**src/rtl/mul_pkg.sv**
```systemverilog
//------------------------------------------------------------------------------
// Module : mul_pkg
// Brief  : Shared types and sizing helpers for the digit-serial multiplier.
// Rev    : 1.0 - initial release
//------------------------------------------------------------------------------
`default_nettype none
`timescale 1ns/1ps

package mul_pkg;

    // Controller states, explicitly encoded in two bits
    typedef enum logic [1:0] {
        IDLE = 2'd0,
        RUN  = 2'd1,
        DONE = 2'd2
    } state_e;

    // Width of one operand digit handled by the shared cell
    localparam int DIGIT_W = 2;

    // Number of 2-bit digits in a WIDTH-bit operand
    function automatic int num_digits(input int width);
        return width / DIGIT_W;
    endfunction

    // Index width for a digit counter; never narrower than one bit
    function automatic int idx_width(input int digits);
        return (digits <= 1) ? 1 : $clog2(digits);
    endfunction

endpackage : mul_pkg

`default_nettype wire

```
**src/rtl/mul_2x2.sv**
```systemverilog
//------------------------------------------------------------------------------
// Module : mul_2x2
// Brief  : Combinational 2-bit x 2-bit unsigned multiplier cell.
// Rev    : 1.0 - initial release
//------------------------------------------------------------------------------
`default_nettype none
`timescale 1ns/1ps

module mul_2x2 (
    input  logic [1:0] i_a,
    input  logic [1:0] i_b,
    output logic [3:0] o_p
);

    // Operands are widened first so the 4-bit product (max 9) is never truncated
    assign o_p = {2'b00, i_a} * {2'b00, i_b};

endmodule : mul_2x2

`default_nettype wire

```
**src/rtl/mul_2x2_seq_ctrl.sv**
```systemverilog
//------------------------------------------------------------------------------
// Module : mul_2x2_seq_ctrl
// Brief  : Digit-serial unsigned WIDTH x WIDTH multiplier. One shared 2x2 cell
//          is stepped over every digit pair; shifted partial products are
//          summed into a 2*WIDTH accumulator. Fixed latency of D*D cycles.
// Rev    : 1.0 - initial release
//------------------------------------------------------------------------------
`default_nettype none
`timescale 1ns/1ps

module mul_2x2_seq_ctrl
    import mul_pkg::*;
#(
    parameter int WIDTH = 8
) (
    input  logic                 clk,
    input  logic                 rst,
    input  logic                 in_valid,
    output logic                 in_ready,
    input  logic [WIDTH-1:0]     a,
    input  logic [WIDTH-1:0]     b,
    output logic                 out_valid,
    input  logic                 out_ready,
    output logic [2*WIDTH-1:0]   product,
    output logic                 busy
);

    localparam int D  = num_digits(WIDTH);
    localparam int IW = idx_width(D);
    localparam int PW = 2 * WIDTH;
    localparam logic [IW-1:0] c_LAST_IDX = IW'(D - 1);

    state_e             r_state;
    logic [WIDTH-1:0]   r_a;
    logic [WIDTH-1:0]   r_b;
    logic [PW-1:0]      r_acc;
    logic [PW-1:0]      r_product;
    logic [IW-1:0]      r_i;
    logic [IW-1:0]      r_j;

    logic [1:0]         w_a_dig;
    logic [1:0]         w_b_dig;
    logic [3:0]         w_pp;
    logic [IW:0]        w_ij;
    logic [PW-1:0]      w_pp_shift;
    logic [PW-1:0]      w_acc_next;
    logic               w_last;

    // Select the current digit pair: digit k lives at bits [2k+1:2k]
    assign w_a_dig = 2'(r_a >> {r_i, 1'b0});
    assign w_b_dig = 2'(r_b >> {r_j, 1'b0});

    mul_2x2 u_cell (
        .i_a (w_a_dig),
        .i_b (w_b_dig),
        .o_p (w_pp)
    );

    // Weight of the partial product is 4^(i+j); sum carries one extra bit
    assign w_ij       = {1'b0, r_i} + {1'b0, r_j};
    assign w_pp_shift = PW'(w_pp) << {w_ij, 1'b0};
    assign w_acc_next = r_acc + w_pp_shift;
    assign w_last     = (r_i == c_LAST_IDX) && (r_j == c_LAST_IDX);

    // Handshake outputs decode from state only, keeping in->out paths registered
    assign in_ready  = (r_state == IDLE);
    assign busy      = (r_state == RUN);
    assign out_valid = (r_state == DONE);
    assign product   = r_product;

    // Controller FSM with operand capture, digit stepping and accumulation
    always_ff @(posedge clk) begin
        if (rst) begin
            r_state   <= IDLE;
            r_a       <= '0;
            r_b       <= '0;
            r_acc     <= '0;
            r_product <= '0;
            r_i       <= '0;
            r_j       <= '0;
        end else begin
            case (r_state)
                IDLE: begin
                    if (in_valid) begin
                        r_a     <= a;
                        r_b     <= b;
                        r_acc   <= '0;
                        r_i     <= '0;
                        r_j     <= '0;
                        r_state <= RUN;
                    end
                end
                RUN: begin
                    r_acc <= w_acc_next;
                    if (w_last) begin
                        // Final step: publish the completed sum
                        r_product <= w_acc_next;
                        r_i       <= '0;
                        r_j       <= '0;
                        r_state   <= DONE;
                    end else if (r_j == c_LAST_IDX) begin
                        r_j <= '0;
                        r_i <= r_i + 1'b1;
                    end else begin
                        r_j <= r_j + 1'b1;
                    end
                end
                DONE: begin
                    // Result is held until the consumer takes it
                    if (out_ready) begin
                        r_state <= IDLE;
                    end
                end
                default: begin
                    r_state <= IDLE;
                end
            endcase
        end
    end

endmodule : mul_2x2_seq_ctrl

`default_nettype wire

```
**config.mk**
```make
export PLATFORM = sky130hd
export DESIGN_NAME = mul_2x2_seq_ctrl
export DESIGN_NICKNAME = d
export VERILOG_FILES = /design/src/rtl/mul_pkg.sv /design/src/rtl/mul_2x2.sv /design/src/rtl/mul_2x2_seq_ctrl.sv
export SDC_FILE = /design/constraint.sdc
export NUM_CORES = 1
export LEC_CHECK = 0
export ABC_AREA = 1
export BUFFER_PORTS_ARGS = -buffer_cell sky130_fd_sc_hd__buf_2
export CORE_ASPECT_RATIO = 1.75
export CORE_MARGIN = 1
export CORE_UTILIZATION = 59
export DETAILED_ROUTE_END_ITERATION = 16
export PLACE_DENSITY = 0.8
export SETUP_SLACK_MARGIN = 0.02
export SLEW_MARGIN = 20
export SYNTH_ARGS = -nofsm -noshare
export SYNTH_HDL_FRONTEND = slang
export SYNTH_SLANG_ARGS = --single-unit
```
**constraint.sdc**
```tcl
create_clock -name clk -period 3.5 [get_ports clk]
set_input_delay 0.35 -clock clk [delete_from_list [all_inputs] [get_ports clk]]
set_output_delay 0.35 -clock clk [all_outputs]
set_load 0.01 [all_outputs]
```
==> Word-level counts from Yosys, hierarchy flattened <==
Index checks and enable logic that the tools add are counted.
{ "word_totals": {"reg_bits": 54, "input_bits": 20, "out_inout_bits": 19} }
{ "classes": {"addsub": 4, "multipliers": 1, "eq_ne": 8, "shifts": 3, "n_mux": 13, "n_reduce_logical": 8} }
{ "op_table": {"columns": ["operator", "count"], "rows": [
  ["16-bit case mux with 2 select lines", 1],
  ["16-bit adder", 1],
  ["16-bit two-way mux", 1],
  ["2-bit two-way mux", 8],
  ["4-bit by 4-bit left shift with 16-bit output", 1],
  ["8-bit by 3-bit >> shifter with 2-bit output", 2],
  ["2-bit case mux with 2 select lines", 2],
  ["2-bit equality test, second input constant", 3],
  ["2-bit case mux with 3 select lines", 1],
  ["2-bit AND reduction", 3],
  ["3-bit AND reduction", 2],
  ["2-bit by 1-bit adder with 2-bit output, second input constant", 2],
  ["2-bit by 2-bit multiplier with 4-bit output", 1],
  ["2-bit by 1-bit inequality test with 1-bit output, second input constant", 2],
  ["2-bit by 2-bit adder with 3-bit output", 1],
  ["3-bit by 1-bit inequality test with 1-bit output, second input constant", 1],
  ["2-bit by 1-bit equality test with 1-bit output, second input constant", 1],
  ["2-bit zero test", 1],
  ["2-bit inequality test, second input constant", 1],
  ["2-bit nonzero test", 1],
  ["1-bit logical AND", 1]
]} }

==> Depth between registers and ports, before layout <==
Gate-level depths: netlist (run 1).
{ "depth": {"word_depth": 5, "mapped_depth": 23, "mapped_depth_nobuf": 23} }

==> Cells and area by module <==
From an unflattened synthesis (run 1), not the netlist that was laid out.
{ "unflattened": {"hier_cells": 518, "area_unflattened_um2": 3293.2} }
{ "modules_own_cells": {"columns": ["module", "instances", "cells_each", "area_per_inst_um2"], "rows": [
  ["mul_2x2_seq_ctrl", 1, 508, 3238.1],
  ["mul_2x2", 1, 10, 55.1]
]} }

==> Least setup slack after synthesis (run 1) <==
Ideal clock, no wire load.
{ "synth_timing": {"path_type": "flip-flop to flip-flop", "from": "register r_j[0]", "to": "register r_product[12] (netlist: product[12])", "setup_ns": 0.113, "t_arrival_ns": 2.724, "t_required_ns": 3.387, "path_slack_ns": 0.663, "path_stages_with_launch": 19, "n_path_buf": 0, "path_cell_list": "dfxtp_1 ha_1 inv_1 fa_1 inv_1 nor2_1 inv_1 nor2_1 ha_1 inv_1 fa_1 inv_1 nand3_1 nand3_1 nand3_1 nand4_1 nand2_1 o21ai_1 inv_1"} }
{ "synth_between": {"elab_chain_len": 4} }
{ "synth_rtl": {"columns": ["item", "line", "rtl"], "rows": [
  ["start: declaration", "mul_2x2_seq_ctrl.sv:39", "logic [IW-1:0] r_j;"],
  ["start signal: assignment", "mul_2x2_seq_ctrl.sv:105", "r_j <= r_j + 1'b1;"],
  ["8-bit by 3-bit >> shifter with 2-bit output", "mul_2x2_seq_ctrl.sv:51", "assign w_b_dig = 2'(r_b >> {r_j, 1'b0});"],
  ["2-bit by 2-bit multiplier with 4-bit output", "mul_2x2.sv:16", "assign o_p = {2'b00, i_a} * {2'b00, i_b};"],
  ["4-bit by 4-bit left shift with 16-bit output", "mul_2x2_seq_ctrl.sv:61", "assign w_pp_shift = PW'(w_pp) << {w_ij, 1'b0};"],
  ["16-bit adder", "mul_2x2_seq_ctrl.sv:62", "assign w_acc_next = r_acc + w_pp_shift;"],
  ["end signal: assignment", "mul_2x2_seq_ctrl.sv:97", "r_product <= w_acc_next;"],
  ["end: declaration", "mul_2x2_seq_ctrl.sv:37", "logic [PW-1:0] r_product;"]
]} }
Parallel ways exist; a longest one is shown, timed or not.
A chain may end at the register's enable or synchronous reset.

==> Worst setup path in the final report (run 1) <==
{ "layout_timing": {"from": "register r_j[1]", "to": "register r_product[13] (netlist: product[13])"} }
The elaborated chain is that of the path after synthesis.

==> key figures, run 1 <==
Final layout
  • Final net count: 607
  • Area of the multi-input gates: 1970 sq um
  • Filler cell count: 567
  • Syn-to-layout area delta: 8.76%
  • Finished Layout Cells: 641
  • Register area: 1090 sq um
  • Final core occ: 0.664
  • Fraction of layout cells with a size suffix above 1: 0.140
  • Diodes inserted: 0

Global route
  • Vias in the first global route: 3200
  • Total Routing Usage GR: 0.295
  • Global route overflow: 0
  • Largest net degree at the start of global routing: 37
  • Antenna violations before repair: 0
  • First-pass GRT wire length: 13500 um

Place
  • Post-Place Worst Slack: 0.231 ns
  • DP Wirelength: 6180 um
  • Placed cells: 633
  • Port bufs: 38
  • GP Congestion: 1.01

Synthesis
  • Post-Syn Instances: 533
  • Largest area contributor in the netlist: dfxtp_1
  • Synth cell count leaders: nand2_1, nor2_1, inv_1, dfxtp_1, a21oi_1
  • Count leader, synth: nand2_1
  • Yosys top cell area share: 0.317
  • Synthesized cell area: 3410 sq um
  • Yosys warns: 0
  • Syn avg cell area: 6.40 sq um
  • EDFF count, synth: 0
  • Ys flop type: dfxtp_1
  • Top cells by area, synth: dfxtp_1, nand2_1, nor2_1
  • Syn Nets: 576
  • Seq/Total Area, Yosys: 0.317
  • Register bit total from synthesis: 54
  • Count of different cell masters after synthesis: 37
  • Post-synth ARST share: 0

Setup path
  • Worst EP arrival: 3.39 ns
  • Largest fanout on the critical path: 5
  • Crit. End Element: register
  • Critical Path Start Type: register
  • R2r startpoint: r_j[1]$_SDFFE_PP0P_
  • R2R setup slack: 0.34 ns
  • Critical path class: register to register
  • CP required: 3.74 ns
  • CP Launch Point: r_j[1]$_SDFFE_PP0P_
  • Worst R2R Path Depth: 21
  • R2R Path End: product[13]$_SDFFE_PP0P_

Routing
  • 1st-iter DRT viols: 104
  • # DRC: 0
  • Via density: 5.20
  • DRT antenna net count: 0
  • Via count: 3330
  • Drt pass-1 iters: 4
  • Detailed Route WL: 8200 um
  • Routed len/inst: 12.8 um

Pwr
  • Leakage: 1.91 nW
  • Overall Power: 1.18 mW
  • P per Cell Area: 318 nW/um^2
  • Maximum vdd ir drop: 0.418 mV

Min path
  • HP Class: input port to register
  • Hold path startpoint: a[5]
  • Hold Crit Depth: 3
  • Hold Path Sink: r_a[5]$_SDFFE_PP0P_

STA
  • Slew Viols, Final: 0
  • Fin Clk Skew: 0.00886 ns
  • Worst slew margin: 0.526
  • Max Fclk: 0.317 GHz
  • Final Setup Violations: 0
  • Slew @ Worst Pin: 0.711 ns
  • Crit path time final: 3.16 ns
  • Slack of the critical path: 0.344 ns
  • Final setup TNS: 0 ns
  • Final hold violations: 0
  • RSZ-0062 raised after global routing: false
  • Period utilisation layout: 0.902

Run status
  • Status: finished, final reports clean

Die
  • Die X: 59.5 um
  • Die area: 6100 sq um
  • Total core area: 5590 sq um
  • Vert. Die Dim: 103 um
  • IO Pins: 39
  • Rows: 36
  • Initial Utilization: 0.611

Clocking
  • Root Buffer: clkbuf_8
  • Hold-fix buffers, CTS: 0
  • Clock-pin transition on the worst setup and hold timing paths: 0.10 ns
  • Clock latency on the worst-skew pair: 0.33 ns
  • Cts repair resizes: 0
  • Clock sink total: 54
  • CTS Buffer Depth: 2
  • H-tree depth: 2
  • CTS tree: yes
  • Post-CTS setup buffers: 0
  • CTS Buf Count: 5

Run
  • Max Cap Viol: 0
[worst max path at each step]
| stage | end | slack [ns] | cells past startpoint |
|---|---|---|---|
| after floorplan | product[12]$_SDFFE_PP0P_ | 0.66 | 18 |
| after global placement | r_acc[12]$_SDFFE_PP0P_ | 0.30 | 19 |
| after detailed placement | r_acc[12]$_SDFFE_PP0P_ | 0.23 | 19 |
| after CTS | r_acc[12]$_SDFFE_PP0P_ | 0.25 | 19 |
| after global routing | product[13]$_SDFFE_PP0P_ | 0.02 | 21 |
| final | product[13]$_SDFFE_PP0P_ | 0.34 | 21 |
[state kept, by name, summed over array words and instances (netlist names)]
| register | flops |
|---|---|
| r_state | 2 |
| r_a | 8 |
| r_i | 2 |
| r_j | 2 |
| product | 16 |
| r_b | 8 |
| r_acc | 16 |
[cells in the final DEF (no fill, tap or decap), types with 2 or more instances in the layout]
master / n
o21ai_0: 18
fa_1: 2
a31oi_1: 2
ha_1: 21
dfxtp_4: 2
dfxtp_1: 52
nand3_1: 32
buf_2: 38
clkbuf_8: 6
or2_2: 4
nand2_1: 158
nand3_2: 3
a21oi_1: 39
inv_1: 67
nor2_1: 78
o21ai_1: 3
a21oi_2: 2
inv_2: 5
and2_1: 2
o22ai_1: 2
nand2_2: 8
nand4_1: 2
nor3_2: 2
nor2_2: 3
[power breakdown]
group	total (mW)	internal, mW	switching (mW)
registers	0.651	0.635	0.0160
clock network	0.370	0.160	0.210
logic	0.159	0.0526	0.107
[area by class of cell]
class / instances / share of cell area
Clock buffer: 7 / 0.0233
Tap cell: 76 / 0.0256
Multi-Input combinational cell: 392 / 0.531
Sequential cell: 54 / 0.293
Timing Repair Buffer: 38 / 0.0512
Clock inverter: 1 / 0.00135
Inverter: 73 / 0.0745
[logic make-up (layout without fill, tap and decap cells)]
logic type,count (synthesis),in the layout,synth area share
AND/OR/NAND/NOR,297,297,0.370
buffers and inverters,87,119,0.109
adder cells (fa/ha/maj),23,23,0.0887
flip-flops,54,54,0.317
XOR/XNOR,1,1,0.00257
AO/OA/AOI/OAI,71,71,0.113
[through the flow]
stage / instance area, sq um / hold WS [ns]
final: 3710 / 0.273
after CTS: 3690 / 0.280
after global placement: 3600 / 0.449
after global routing: 3710 / 0.279
after floorplan: 3410 / 0.443
after detailed placement: 3600 / 0.453
[worst max-delay path: stages, from the launching register on]
cell and delay (ns):
dfxtp_1 0.40, inv_1 0.12, a21oi_1 0.17, a32o_2 0.19, nor2_1 0.05, ha_1 0.19, ha_1 0.28, nand2_1 0.09
nor2_1 0.04, a31oi_1 0.20, nor2_1 0.08, ha_1 0.40, nand2_2 0.12, nor2_2 0.15, and2_1 0.14, nand2_2 0.08
nand2_1 0.07, nand2_1 0.06, nand2_1 0.06, nand2_1 0.05, nand2_1 0.06, inv_1 0.03
[routing by layer]
metal  up-vias  track usage  wire (um)
met5         -            0          0
met4         0        0.212        371
met3        22       0.0376        158
met2        56        0.540       4410
met1      1518        0.294       3260
li1       1734            -          -
Note: power is estimated with default switching activity, not from simulation.
==> run 2: changes to the inputs <==
--- a/config.mk
+++ b/config.mk
@@ -12,6 +12,7 @@
 export CORE_UTILIZATION = 59
 export DETAILED_ROUTE_END_ITERATION = 16
 export PLACE_DENSITY = 0.8
+export REMOVE_ABC_BUFFERS = 1
 export SETUP_SLACK_MARGIN = 0.02
 export SLEW_MARGIN = 20
 export SYNTH_ARGS = -nofsm -noshare
==> key figures, run 2 (synthesized netlist as in run 1, its figures left out) <==
Final layout
  • Most frequent cells in the layout: nand2_1, nor2_1, inv_1, dfxtp_1, a21oi_1
  • Diodes inserted: 0
  • Final core occ: 0.663
  • Finished Layout Cells: 641
  • Syn-to-layout area delta: 8.54%
  • Final net count: 609
  • Fraction of layout cells with a size suffix above 1: 0.136
  • Filler cell count: 567
  • Design area: 3700 sq um
  • Commonest non-fill, non-tap cell in the layout: nand2_1

Die
  • IO Pins: 39
  • Vert. Die Dim: 103 um
  • Total core area: 5590 sq um
  • Initial Utilization: 0.611
  • Die X: 59.5 um
  • Die area: 6100 sq um
  • Rows: 36

Run
  • Max Cap Viol: 0

Setup path
  • Largest fanout on the critical path: 8
  • Critical path class: register to register
  • R2R setup slack: 0.33 ns
  • Worst EP arrival: 3.42 ns
  • CP required: 3.75 ns
  • Worst R2R Path Depth: 19
  • Critical Path Start Type: register
  • Crit. End Element: register

STA
  • Final hold violations: 0
  • Period utilisation layout: 0.905
  • Slack of the critical path: 0.333 ns
  • Crit path time final: 3.17 ns
  • Fin Clk Skew: 0.0108 ns
  • RSZ-0062 raised after global routing: false
  • Final setup TNS: 0 ns
  • Slew Viols, Final: 0
  • Final Setup Violations: 0
  • Max Fclk: 0.316 GHz
  • Slew @ Worst Pin: 0.444 ns
  • Worst slew margin: 0.704

Routing
  • Routed len/inst: 12.3 um
  • # DRC: 0
  • Via density: 5.15
  • DRT antenna net count: 0
  • Via count: 3302
  • 1st-iter DRT viols: 125
  • Detailed Route WL: 7860 um
  • Drt pass-1 iters: 5

Run status
  • Status: finished, final reports clean

Global route
  • Total Routing Usage GR: 0.282
  • Vias in the first global route: 3141
  • Antenna violations before repair: 0
  • Global route overflow: 0
  • Largest net degree at the start of global routing: 37
  • First-pass GRT wire length: 13000 um

Clocking
  • CTS tree: yes
  • Clock-pin transition on the worst setup and hold timing paths: 0.10 ns
  • CTS Buffer Depth: 2
  • Clock latency on the worst-skew pair: 0.32 ns
  • CTS Buf Count: 5
  • Root Buffer: clkbuf_8
  • Clock sink total: 54
  • H-tree depth: 2
  • Post-CTS setup buffers: 0

Min path
  • Hold Crit Depth: 3
  • HP Class: input port to register

Place
  • Port bufs: 38
  • Post-DP Area: 3620 sq um
  • GP Congestion: 0.962
  • Placed cells: 635
  • DP Wirelength: 6080 um
  • Post-Place Worst Slack: 0.220 ns

Pwr
  • Maximum vdd ir drop: 0.299 mV
  • P per Cell Area: 314 nW/um^2
  • Leakage: 1.90 nW
[run 2: changes by cell type in the layout (fill, tap and decap cells not counted), sizes merged]
cell    delta
clkbuf     -1
buf        +2
clkinv     -1
[run 2: report_power, final]
group / total (mW) / switching, mW / internal, mW
logic: 0.159 / 0.105 / 0.0542
registers: 0.651 / 0.0153 / 0.635
clock network: 0.352 / 0.199 / 0.153
total: 1.16 / 0.319 / 0.843
[run 2: metrics by stage]
stage | hold WS [ns] | power, mW
finish | 0.284 | 1.16
global placement | 0.446 | 0.819
global route | 0.288 | 1.21
detailed placement | 0.449 | 0.824
floorplan | 0.419 | 0.770
CTS | 0.278 | 1.17
[run 2: final cells by class]
class                      count  area (sq um)  share of cell area
clock buffer                   6          82.6              0.0223
inverter                      73           277              0.0747
multi-input combinational    392          1960               0.529
sequential                    54          1080               0.293
tap                           76          95.1              0.0257
timing repair buffer          40           205              0.0554
[run 2: path summary, 6_finish.rpt]
| kind | start | endpoint |
|---|---|---|
| min | b[4] | r_b[4]$_SDFFE_PP0P_ |
| min reg2reg | product[1]$_SDFFE_PP0P_ | product[1]$_SDFFE_PP0P_ |
| max | r_j[0]$_SDFFE_PP0P_ | r_acc[12]$_SDFFE_PP0P_ |
| max reg2reg | r_j[0]$_SDFFE_PP0P_ | r_acc[12]$_SDFFE_PP0P_ |
[run 2: worst max-delay path, cell delays in order, from the launching register on]
cell and delay, ns:
dfxtp_2 0.43, ha_1 0.17, inv_1 0.04, fa_1 0.56, inv_1 0.13, nor2_1 0.12, inv_1 0.05, nor2_1 0.12
ha_1 0.18, inv_1 0.05, fa_1 0.40, inv_1 0.11, nand3_1 0.07, nand3_1 0.14, nand3_1 0.14, nand3_1 0.09
nand2_1 0.05, nand2_1 0.07, nand2_1 0.05, a21oi_1 0.13
[run 2: repair_timing]
| action | CTS | global route |
|---|---|---|
| setup endpoints to repair | 0 | 3 |
| hold buffers | 0 | 0 |
| resized for setup | 0 | 2 |
[run 2: per-layer routing]
layer,GRT usage,vias up,wire length (um)
met3,0.0389,23,219
met2,0.551,66,4360
met5,0,-,0
met1,0.263,1486,2990
li1,-,1727,-
met4,0.167,0,293
